## src/rtl/mem_access_unit.sv

```systemverilog
// MEM-stage data-memory access unit: aligned, byte-enabled req/ack transactions,
// load alignment/extension, pipeline stall, misalignment detection and bus timeout.
module mem_access_unit #(
  parameter int unsigned TIMEOUT_CYCLES = 255
) (
  input  logic        clk,
  input  logic        rst,
  input  logic        valid_i,
  input  logic        mem_read_i,
  input  logic        mem_write_i,
  input  logic [2:0]  funct3_i,
  input  logic [31:0] addr_i,
  input  logic [31:0] store_data_i,
  output logic        dmem_req_o,
  output logic        dmem_we_o,
  output logic [31:0] dmem_addr_o,
  output logic [3:0]  dmem_be_o,
  output logic [31:0] dmem_wdata_o,
  input  logic        dmem_ack_i,
  input  logic [31:0] dmem_rdata_i,
  output logic [31:0] mem_read_data_o,
  output logic        stall_o,
  output logic        misaligned_o,
  output logic        bus_err_o
);

  typedef enum logic [1:0] {IDLE, ACCESS, DONE} state_t;
  typedef enum logic [1:0] {SZ_BYTE, SZ_HALF, SZ_WORD} size_t;

  localparam logic [15:0] LAST_WAIT = 16'(TIMEOUT_CYCLES - 1);

  state_t      state, state_next;
  size_t       req_size, op_size;
  logic        req_signed, op_signed;
  logic        op_we;
  logic [1:0]  op_off;
  logic [29:0] op_addr;
  logic [3:0]  op_be, req_be;
  logic [31:0] op_wdata, req_wdata;
  logic [15:0] wait_cnt;
  logic        is_access, is_misaligned;
  logic [7:0]  lane_byte;
  logic [15:0] lane_half;
  logic [31:0] load_ext;

  assign is_access = valid_i & (mem_read_i | mem_write_i);

  // Stores only know SB/SH/SW; the unsigned load encodings fall back to word for stores.
  always_comb begin
    req_size   = SZ_WORD;
    req_signed = 1'b0;
    if (mem_write_i) begin
      case (funct3_i)
        3'b000:  req_size = SZ_BYTE;
        3'b001:  req_size = SZ_HALF;
        default: req_size = SZ_WORD;
      endcase
    end else begin
      case (funct3_i)
        3'b000: begin req_size = SZ_BYTE; req_signed = 1'b1; end
        3'b001: begin req_size = SZ_HALF; req_signed = 1'b1; end
        3'b100:  req_size = SZ_BYTE;
        3'b101:  req_size = SZ_HALF;
        default: req_size = SZ_WORD;
      endcase
    end
  end

  always_comb begin
    case (req_size)
      SZ_BYTE: begin
        req_be    = 4'b0001 << addr_i[1:0];
        req_wdata = {4{store_data_i[7:0]}};
      end
      SZ_HALF: begin
        req_be    = 4'b0011 << addr_i[1:0];
        req_wdata = {2{store_data_i[15:0]}};
      end
      default: begin
        req_be    = 4'b1111;
        req_wdata = store_data_i;
      end
    endcase
  end

  always_comb begin
    case (req_size)
      SZ_HALF: is_misaligned = addr_i[0];
      SZ_WORD: is_misaligned = (addr_i[1:0] != 2'b00);
      default: is_misaligned = 1'b0;
    endcase
  end

  always_comb begin
    lane_byte = dmem_rdata_i[{op_off, 3'b000} +: 8];
    lane_half = dmem_rdata_i[{op_off[1], 4'b0000} +: 16];
    case (op_size)
      SZ_BYTE: load_ext = {{24{op_signed & lane_byte[7]}}, lane_byte};
      SZ_HALF: load_ext = {{16{op_signed & lane_half[15]}}, lane_half};
      default: load_ext = dmem_rdata_i;
    endcase
  end

  always_ff @(posedge clk or posedge rst) begin
    if (rst) state <= IDLE;
    else     state <= state_next;
  end

  always_comb begin
    state_next   = state;
    stall_o      = 1'b0;
    dmem_req_o   = 1'b0;
    misaligned_o = 1'b0;
    case (state)
      IDLE: begin
        if (is_access) begin
          if (is_misaligned) begin
            misaligned_o = 1'b1;
          end else begin
            stall_o    = 1'b1;
            state_next = ACCESS;
          end
        end
      end
      ACCESS: begin
        dmem_req_o = 1'b1;
        stall_o    = 1'b1;
        if (dmem_ack_i || wait_cnt == LAST_WAIT) state_next = DONE;
      end
      DONE:    state_next = IDLE;
      default: state_next = IDLE;
    endcase
  end

  // Bus fields come only from the latched copy so they stay stable until ack.
  always_comb begin
    dmem_we_o    = dmem_req_o & op_we;
    dmem_addr_o  = dmem_req_o ? {op_addr, 2'b00} : '0;
    dmem_be_o    = dmem_req_o ? op_be : '0;
    dmem_wdata_o = dmem_req_o ? op_wdata : '0;
  end

  always_ff @(posedge clk or posedge rst) begin
    if (rst) begin
      op_we           <= 1'b0;
      op_off          <= '0;
      op_size         <= SZ_WORD;
      op_signed       <= 1'b0;
      op_addr         <= '0;
      op_be           <= '0;
      op_wdata        <= '0;
      wait_cnt        <= '0;
      mem_read_data_o <= '0;
      bus_err_o       <= 1'b0;
    end else begin
      case (state)
        IDLE: begin
          if (is_access && !is_misaligned) begin
            op_we     <= mem_write_i;
            op_off    <= addr_i[1:0];
            op_size   <= req_size;
            op_signed <= req_signed;
            op_addr   <= addr_i[31:2];
            op_be     <= mem_write_i ? req_be : '0;
            op_wdata  <= req_wdata;
            wait_cnt  <= '0;
          end
        end
        ACCESS: begin
          if (dmem_ack_i) begin
            if (!op_we) mem_read_data_o <= load_ext;
          end else if (wait_cnt == LAST_WAIT) begin
            bus_err_o       <= 1'b1;
            mem_read_data_o <= '0;
          end else begin
            wait_cnt <= wait_cnt + 16'd1;
          end
        end
        DONE:    bus_err_o <= 1'b0;
        default: ;
      endcase
    end
  end

endmodule

```

## config.mk

```make
export PLATFORM = sky130hd
export DESIGN_NAME = mem_access_unit
export DESIGN_NICKNAME = d
export VERILOG_FILES = /design/src/rtl/mem_access_unit.sv
export SDC_FILE = /design/constraint.sdc
export NUM_CORES = 1
export LEC_CHECK = 0
export BUFFER_PORTS_ARGS = -buffer_cell sky130_fd_sc_hd__buf_2
export CAP_MARGIN = 25
export CORE_ASPECT_RATIO = 0.6
export CORE_MARGIN = 8
export CORE_UTILIZATION = 46
export CTS_CLUSTER_DIAMETER = 100
export DETAILED_ROUTE_END_ITERATION = 8
export GPL_ROUTABILITY_DRIVEN = 1
export PLACE_DENSITY = 0.86
export RECOVER_POWER = 50
export SYNTH_ARGS = -nofsm -noshare
export SYNTH_HDL_FRONTEND = slang
export SYNTH_SLANG_ARGS = --single-unit
```

## constraint.sdc

```tcl
create_clock -name clk -period 3.9 [get_ports clk]
set_input_delay 0.78 -clock clk [delete_from_list [all_inputs] [get_ports clk]]
set_output_delay 0.78 -clock clk [all_outputs]
set_load 0.03 [all_outputs]
```

==> results_dict.tcl, run 1 <==
set metrics [dict create \
    synth-seq-cells 123 \
    vdd_drop_max_v 0.000321 \
    crit_path_start_kind "input port" \
    setup_viol 0 \
    ios 210 \
    regArea_mm2 0.00308 \
    routabilityCongestion 0.873 \
    synthDistinctLibCells 56 \
    cts-hold-fix-buffers 0 \
    initial_core_util_pct 47.0 \
    critical_path_arrival_ns 2.70 \
    antenna_found_initial 0 \
    violations "max-capacitance violations, max-slew violations" \
    avgRoutedWirePerCell_um 19.3 \
    nFillCells 1198 \
    n_antenna_cell 0 \
    drt-pass1-iter-count 5 \
    synth_compound_area_share_pct 21.2 \
    critical_path.endpoint_type "output pin" \
    synthXorXnorAreaFrac_pct 0.273 \
    max_stage_delay_ns 0.35 \
    via_count 5694 \
    post-place-ws_ns 0.405 \
    post-route-drc-count 0 \
    totalWireLength_um 19500 \
    postCtsSetupBuffers 0 \
    postRouteAntennaNets 0 \
    cts_root_buffer "clkbuf_16" \
    fin_crit_ns 3.48 \
    clock_latency_ns 0.41 \
    worstMarginPinSlew_ns 2.69 \
    vias_per_cell 5.64 \
    grt_pass1_wl_um 31100 \
    maxCapViolCount 1 \
    p_per_area_mw_per_mm2 712 \
    io_buffer_count 207 \
    async_reset_ff_share_pct 100 \
    clock-sinks 123 \
    grt_pass1_vias 5722 \
    maxSlewViolCount 124 \
    max_freq_ghz 0.287 \
    die_w_um 169 \
    area_growth_pct 26.7 \
    critPathSlowestCell "ha_1" \
    setup_ws_ns 0.417 \
    crit_chain "buf_2 > a21oi_1 > nand2_1 > ha_1 > nand3_1 > o21ai_2 > buf_4 > or2_2 > nand2_1 > buf_2" \
    critPathTopFamily "simple AND/OR/NAND/NOR gates" \
    finClkSkew_ns 0.00711 \
    core_area_mm2 0.0137 \
    synthMuxAreaShare_pct 11.2 \
    h-tree-depth 4 \
    finalCritPeriodShare_pct 89.3 \
    clockBufferDepth 2 \
    worstHoldPathType "reg -> reg" \
    syn_avg_cell_area_um2 10.5 \
    synth_fa_ha_area_share_pct 0.974 \
    outcome "finished with violations" \
    dieArea_mm2 0.0181 \
    die_height_um 108 \
    hold_viol 0 \
    final_util_pct 59.6 \
    syn-cell-area_mm2 0.00642 \
    cts_resized 0 \
    tns_ns 0 \
    cp.required_ns 3.12 \
    yosys_warnings 0 \
    grt_overflow 0 \
    numCtsBuffers 17 \
    yosysSeqAreaShare_pct 47.9 \
    path_buf_inv 3 \
    yosys.area_share.simple_pct 14.0 \
    hpwl_um 13900 \
    crit_type "in -> out" \
    num_rows 33 \
    netlist_instances 611 \
    layout-drive-gt1-share_pct 34.3 \
    drt-initial-drc-count 470 \
    rsz0062_at_grt "no" \
    ys.flop_type "dfrtp_1" \
    max_slew_margin_pct -79.6 \
    grt_max_degree 124 \
    multiInputGateArea_mm2 0.00305 \
    grt_use_total_pct 21.4 \
    fin_nets 914 \
    critPathMaxFanout 8 \
    synth_top_family_by_area "compound AO/OA/AOI/OAI gates" \
    synth_edf_count 0 \
    path_clk_slew_ns 0.06 \
    tritoncts "built" \
    leakage_nw 3.82 \
]
==> area by class of cell <==
class,count,share of cell area (%)
clock inverters,15,2.20
well taps,192,2.95
inverters,13,0.646
clock buffers,17,5.23
multi-input cells,426,37.5
flip-flops and latches,123,37.8
repair buffers,223,13.6
==> Yosys cell counts (2+ instances only) <==
cell type  instances  area share, %
o21bai_1           2           0.23
o31ai_1            2           0.23
mux2i_1           15            2.3
inv_1             12           0.70
nor2_1            14           0.82
nand2b_1           3           0.29
or3_1             11            1.1
nor3_1             3           0.23
clkbuf_1          30            1.8
a221o_1           16            2.5
a22oi_1            8           0.94
o211ai_1           2           0.23
buf_2             11           0.86
buf_4              4           0.47
or4_1              2           0.23
mux2_2            49            8.6
nand4_1            7           0.68
a211o_1            7           0.95
o2bb2ai_1         14            1.9
and3b_1            7           0.95
o21a_1             7           0.82
a211oi_1           3           0.35
dfrtp_1          122             48
nand3_1            7           0.55
nand2_1           10           0.58
buf_6              2           0.35
xor2_1             2           0.27
a21oi_1           36            2.8
and4_1             3           0.41
a31o_2             2           0.27
buf_1              3           0.18
ha_1               5           0.97
a22o_1             9            1.2
o21ai_0           90            7.0
nor2b_1            2           0.19
and2_1            69            6.7
==> per-stage QoR <==
| stage | hold WS, ns | area, um^2 | cells | power [W] |
|---|---|---|---|---|
| floorplan | 0.435 | 6430 | 612 | 0.00358 |
| global placement | 0.468 | 7620 | 975 | 0.00419 |
| detailed placement | 0.474 | 7620 | 975 | 0.00425 |
| CTS | 0.488 | 8220 | 1007 | 0.00589 |
| global route | 0.497 | 8140 | 1009 | 0.00613 |
| finish | 0.485 | 8140 | 1009 | 0.00579 |
==> routing by layer <==
metal	GRT usage, %	vias to the layer above	share of wire (%)
met5	0	-	0
met4	4.63	0	0.88
met3	8.42	14	10
met2	31.9	287	44
met1	29.0	2767	45
li1	-	2626	-
==> logic make-up (layout without fill, tap and decap cells) <==
logic type                 Yosys count  in the layout
buffers and inverters               63            268
xor gates and xnor gates             2              2
muxes                               65             65
and+or+nand+nor                    146            146
AOI/OAI and AO/OA                  206            206
other                                1              2
adders and majority gates            5              5
DFF                                123            123
==> placed cells by master, fill, tap and decap left out, drive strengths merged, types with 2 or more instances in the layout <==
| cell | netlist | routed |
|---|---|---|
| xor2 | 2 | 2 |
| a211o | 7 | 7 |
| mux2 | 50 | 50 |
| inv | 12 | 20 |
| or4 | 2 | 2 |
| nor2b | 2 | 2 |
| dfrtp | 122 | 122 |
| and4 | 3 | 3 |
| a22o | 9 | 9 |
| o2bb2ai | 14 | 14 |
| a31o | 2 | 2 |
| mux2i | 15 | 15 |
| o31ai | 2 | 2 |
| bufinv | 0 | 2 |
| nand4 | 7 | 7 |
| and3b | 7 | 7 |
| nand2b | 4 | 4 |
| or3 | 11 | 11 |
| o211ai | 2 | 2 |
| and2 | 70 | 70 |
| nand2 | 10 | 10 |
| ha | 5 | 5 |
| nor3 | 4 | 4 |
| o21a | 7 | 7 |
| buf | 20 | 185 |
| o21ai | 91 | 91 |
| nand3 | 7 | 7 |
| a211oi | 3 | 3 |
| a221o | 16 | 16 |
| o21bai | 2 | 2 |
| clkinv | 1 | 3 |
| a21oi | 36 | 36 |
| nor2 | 14 | 14 |
| clkinvlp | 0 | 3 |
| clkbuf | 30 | 55 |
| a22oi | 8 | 8 |
| conb | 1 | 2 |
==> report_power, final <==
part / switching [W] / internal (W) / total (W)
sequential: 0.000327 / 0.00175 / 0.00207
combinational: 0.00134 / 0.000768 / 0.00210
clock: 0.000648 / 0.000968 / 0.00162
==> state kept, by name, summed over array words and instances (netlist names) <==
register         cells
op_size              2
op_wdata            32
mem_read_data_o     32
wait_cnt            16
op_signed            1
op_off               2
op_addr             30
bus_err_o            1
op_be                4
op_we                1
state                2
==> final timing paths <==
path | from | endpoint | slack (ns) | cells past startpoint
setup / recovery | mem_write_i | stall_o | 0.42 | 10
hold reg to reg | wait_cnt[5] | wait_cnt[5] | 0.48 | 1
setup reg to reg | wait_cnt[0] | mem_read_data_o[9] | 1.07 | 8
max in group asynchronous | rst | op_addr[29] | 0.91 | 3
hold / removal | wait_cnt[5] | wait_cnt[5] | 0.48 | 1
min in group asynchronous | rst | op_wdata[30] | 1.41 | 3
Note: power is estimated with default switching activity, not from simulation.
==> inputs of run 2 (changes only) <==
- ABC_AREA: unset -> 1
- CORE_UTILIZATION: 46 -> 47
- PLACE_DENSITY: 0.86 -> 0.87
==> run 2 against run 1 <==
- the run still ends with max-capacitance violations, max-slew violations left
- sequential cell count stayed put
- first-iteration DRC count is 47% higher
- sequential share of layout area is 0.60 points lower
- clock skew is 0.0020 ns higher
- area after synthesis is 4.2% higher
- critical path depth is 3 higher
- design area is 1.6% higher
- global-route usage is 0.34 points higher
- non-clock buffer count is 9 lower
- sequential power is 6% lower
- final cell count is 29% higher
- worst hold slack better by 0.0086 ns
==> results_dict.tcl, run 2 <==
set metrics [dict create \
    drt-initial-drc-count 689 \
    postRouteAntennaNets 0 \
    numCtsBuffers 17 \
    grt_overflow 0 \
    worstMarginPinSlew_ns 1.52 \
    path_clk_slew_ns 0.06 \
    synthTopCellsByArea "dfrtp_1, nand2_1, nor2_1" \
    ios 210 \
    hp-start "op_wdata[24]" \
    cts_resized 0 \
    via_count 6864 \
    max_slew_margin_pct -1.90 \
    syn-cell-area_mm2 0.00669 \
    async_reset_ff_share_pct 100 \
    post-route-drc-count 0 \
    syn_avg_cell_area_um2 7.30 \
    crit_type "in -> out" \
    synth_top_area_share_pct 45.6 \
    finClkSkew_ns 0.00907 \
    maxSlewViolCount 35 \
    reg_top3 "mem_read_data_o x32, op_wdata x32, op_addr x30" \
    synth_commonest_cells "nand2_1, nor2_1, dfrtp_1" \
    netlist_instances 917 \
    crit_path_start_kind "input port" \
    critPathSlowestCell "o21ai_0" \
    max_stage_delay_ns 0.32 \
    fin_nets 1210 \
    layout-drive-gt1-share_pct 20.5 \
    finalCritPeriodShare_pct 89.5 \
    worstHoldPathType "reg -> reg" \
    cp-startpoint "mem_write_i" \
    mostFrequentLayoutCells "nand2_1, buf_2, nor2_1, dfrtp_1, inv_1" \
    die_height_um 108 \
    hpwl_um 14900 \
    p_per_area_mw_per_mm2 682 \
    ys.flop_type "dfrtp_1" \
    synthDistinctLibCells 35 \
    fin_crit_ns 3.49 \
    h-tree-depth 4 \
    vias_per_cell 5.26 \
    vdd_drop_max_v 0.000346 \
    synth-seq-cells 123 \
    totalWireLength_um 20500 \
    area_growth_pct 23.6 \
    yosysSeqAreaShare_pct 46.0 \
    dieArea_mm2 0.0184 \
    routabilityCongestion 0.916 \
    final_util_pct 60.0 \
    tns_ns 0 \
    avgRoutedWirePerCell_um 15.7 \
    initial_core_util_pct 48.5 \
    grt_use_total_pct 21.8 \
    die_w_um 170 \
    synth_top_area_cell "dfrtp_1" \
    antenna_found_initial 1 \
    synth.most_common_cell "nand2_1" \
    cp.required_ns 3.12 \
    violations "max-capacitance violations, max-slew violations" \
    postCtsSetupBuffers 0 \
    critical_path.endpoint_type "output pin" \
    yosys_warnings 0 \
    leakage_nw 4.44 \
    r2r-start "wait_cnt[0]" \
    crit_chain "clkbuf_1 > inv_1 > o21ai_0 > inv_1 > nand2_1 > inv_1 > ha_1 > nand2_1 > nand2_1 > a21oi_1 > inv_2 > nand2_1 > buf_2" \
    drt-pass1-iter-count 6 \
    grt_max_degree 123 \
    clock_latency_ns 0.41 \
    nFillCells 1272 \
    cts-hold-fix-buffers 0 \
    setup_viol 0 \
    core_area_mm2 0.0138 \
    grt_pass1_vias 6383 \
    clock-sinks 123 \
    num_rows 33 \
    grt_pass1_wl_um 32500 \
    clockBufferDepth 2 \
    critical_path_arrival_ns 2.71 \
    critPathTopFamily "buffers and inverters" \
    rsz0062_at_grt "no" \
    hold_viol 0 \
    path_buf_inv 6 \
    synth_edf_count 0 \
    layout_commonest_cell "nand2_1" \
    cts_root_buffer "clkbuf_16" \
    max_freq_ghz 0.287 \
    io_buffer_count 207 \
    n_antenna_cell 0 \
    outcome "finished with violations" \
    critPathMaxFanout 20 \
    maxCapViolCount 1 \
    cp_common_cell "nand2_1" \
    tritoncts "built" \
]
run 2: cell count changes after synthesis, sizes merged, moves of 14 or more:
cell and change:
clkbuf -18, nand3 +62, a221o -16, mux2i -15, inv +113, mux2 -50, nor2 +137, o21ai +14
buf +19, o2bb2ai -14, and2 -70, nand2 +200
run 2: per-layer routing:
| layer | part of all wire [%] | global-route usage (%) | wire [um] |
|---|---|---|---|
| met1 | 45 | 30.8 | 9150 |
| met2 | 43 | 32.0 | 8810 |
| met3 | 11 | 6.58 | 2210 |
| met4 | 1.4 | 5.61 | 296 |
| met5 | 0.063 | 0 | 13 |
run 2: worst paths after layout:
| kind | end | slack, ns | cells past startpoint |
|---|---|---|---|
| hold / removal | op_wdata[24] | 0.49 | 2 |
| setup / recovery | stall_o | 0.41 | 13 |
| setup reg to reg | mem_read_data_o[28] | 0.53 | 8 |
| hold reg to reg | op_wdata[24] | 0.49 | 2 |
| max in group asynchronous | op_wdata[28] | 1.50 | 3 |
| min in group asynchronous | op_addr[9] | 0.64 | 2 |
run 2: report_power, final:
part           total [W]  switching (W)  internal, W
combinational    0.00201        0.00148     0.000536
clock            0.00167       0.000599      0.00107
sequential       0.00195       0.000247      0.00171
total            0.00564        0.00232      0.00331
run 2: worst reg2reg max path: stages (launching register included):
cell	delay [ns]
dfrtp_1	0.44
inv_1	0.12
ha_1	0.20
nand3_1	0.13
nor2_2	0.12
nand4_1	1.14
nand2_2	0.83
nand3_1	0.21
nand2_1	0.11
run 2: cells by family after synthesis:
kind of cell	count (synthesis)	share of synthesized area, %
flops	123	46.0
buf+inv	177	11.6
simple gates	437	26.8
compound gates	166	13.5
xor+xnor	8	1.05
fa+ha+maj	5	0.935
other cells	1	0.0560
run 2: per-stage QoR:
stage	instances	hold slack [ns]	cell area, um^2	power, W	setup slack, ns
6_report	1305	0.494	8270	0.00564	0.411
5_1_grt	1305	0.504	8270	0.00597	0.168
4_1_cts	1305	0.472	8370	0.00570	0.499
3_5_place_dp	1273	0.483	7740	0.00400	0.359
3_3_place_gp	1273	0.470	7740	0.00394	0.545
2_1_floorplan	918	0.453	6700	0.00342	0.632
run 2: cell type report:
cell class              instances  area, um^2  area share [%]
clock buffers                  18         429            5.19
clock inverters                14         195            2.36
inverters                     126         477            5.76
multi-input cells             618        2810            34.0
flip-flops and latches        123        3080            37.2
well taps                     192         240            2.91
repair buffers                214        1040            12.5
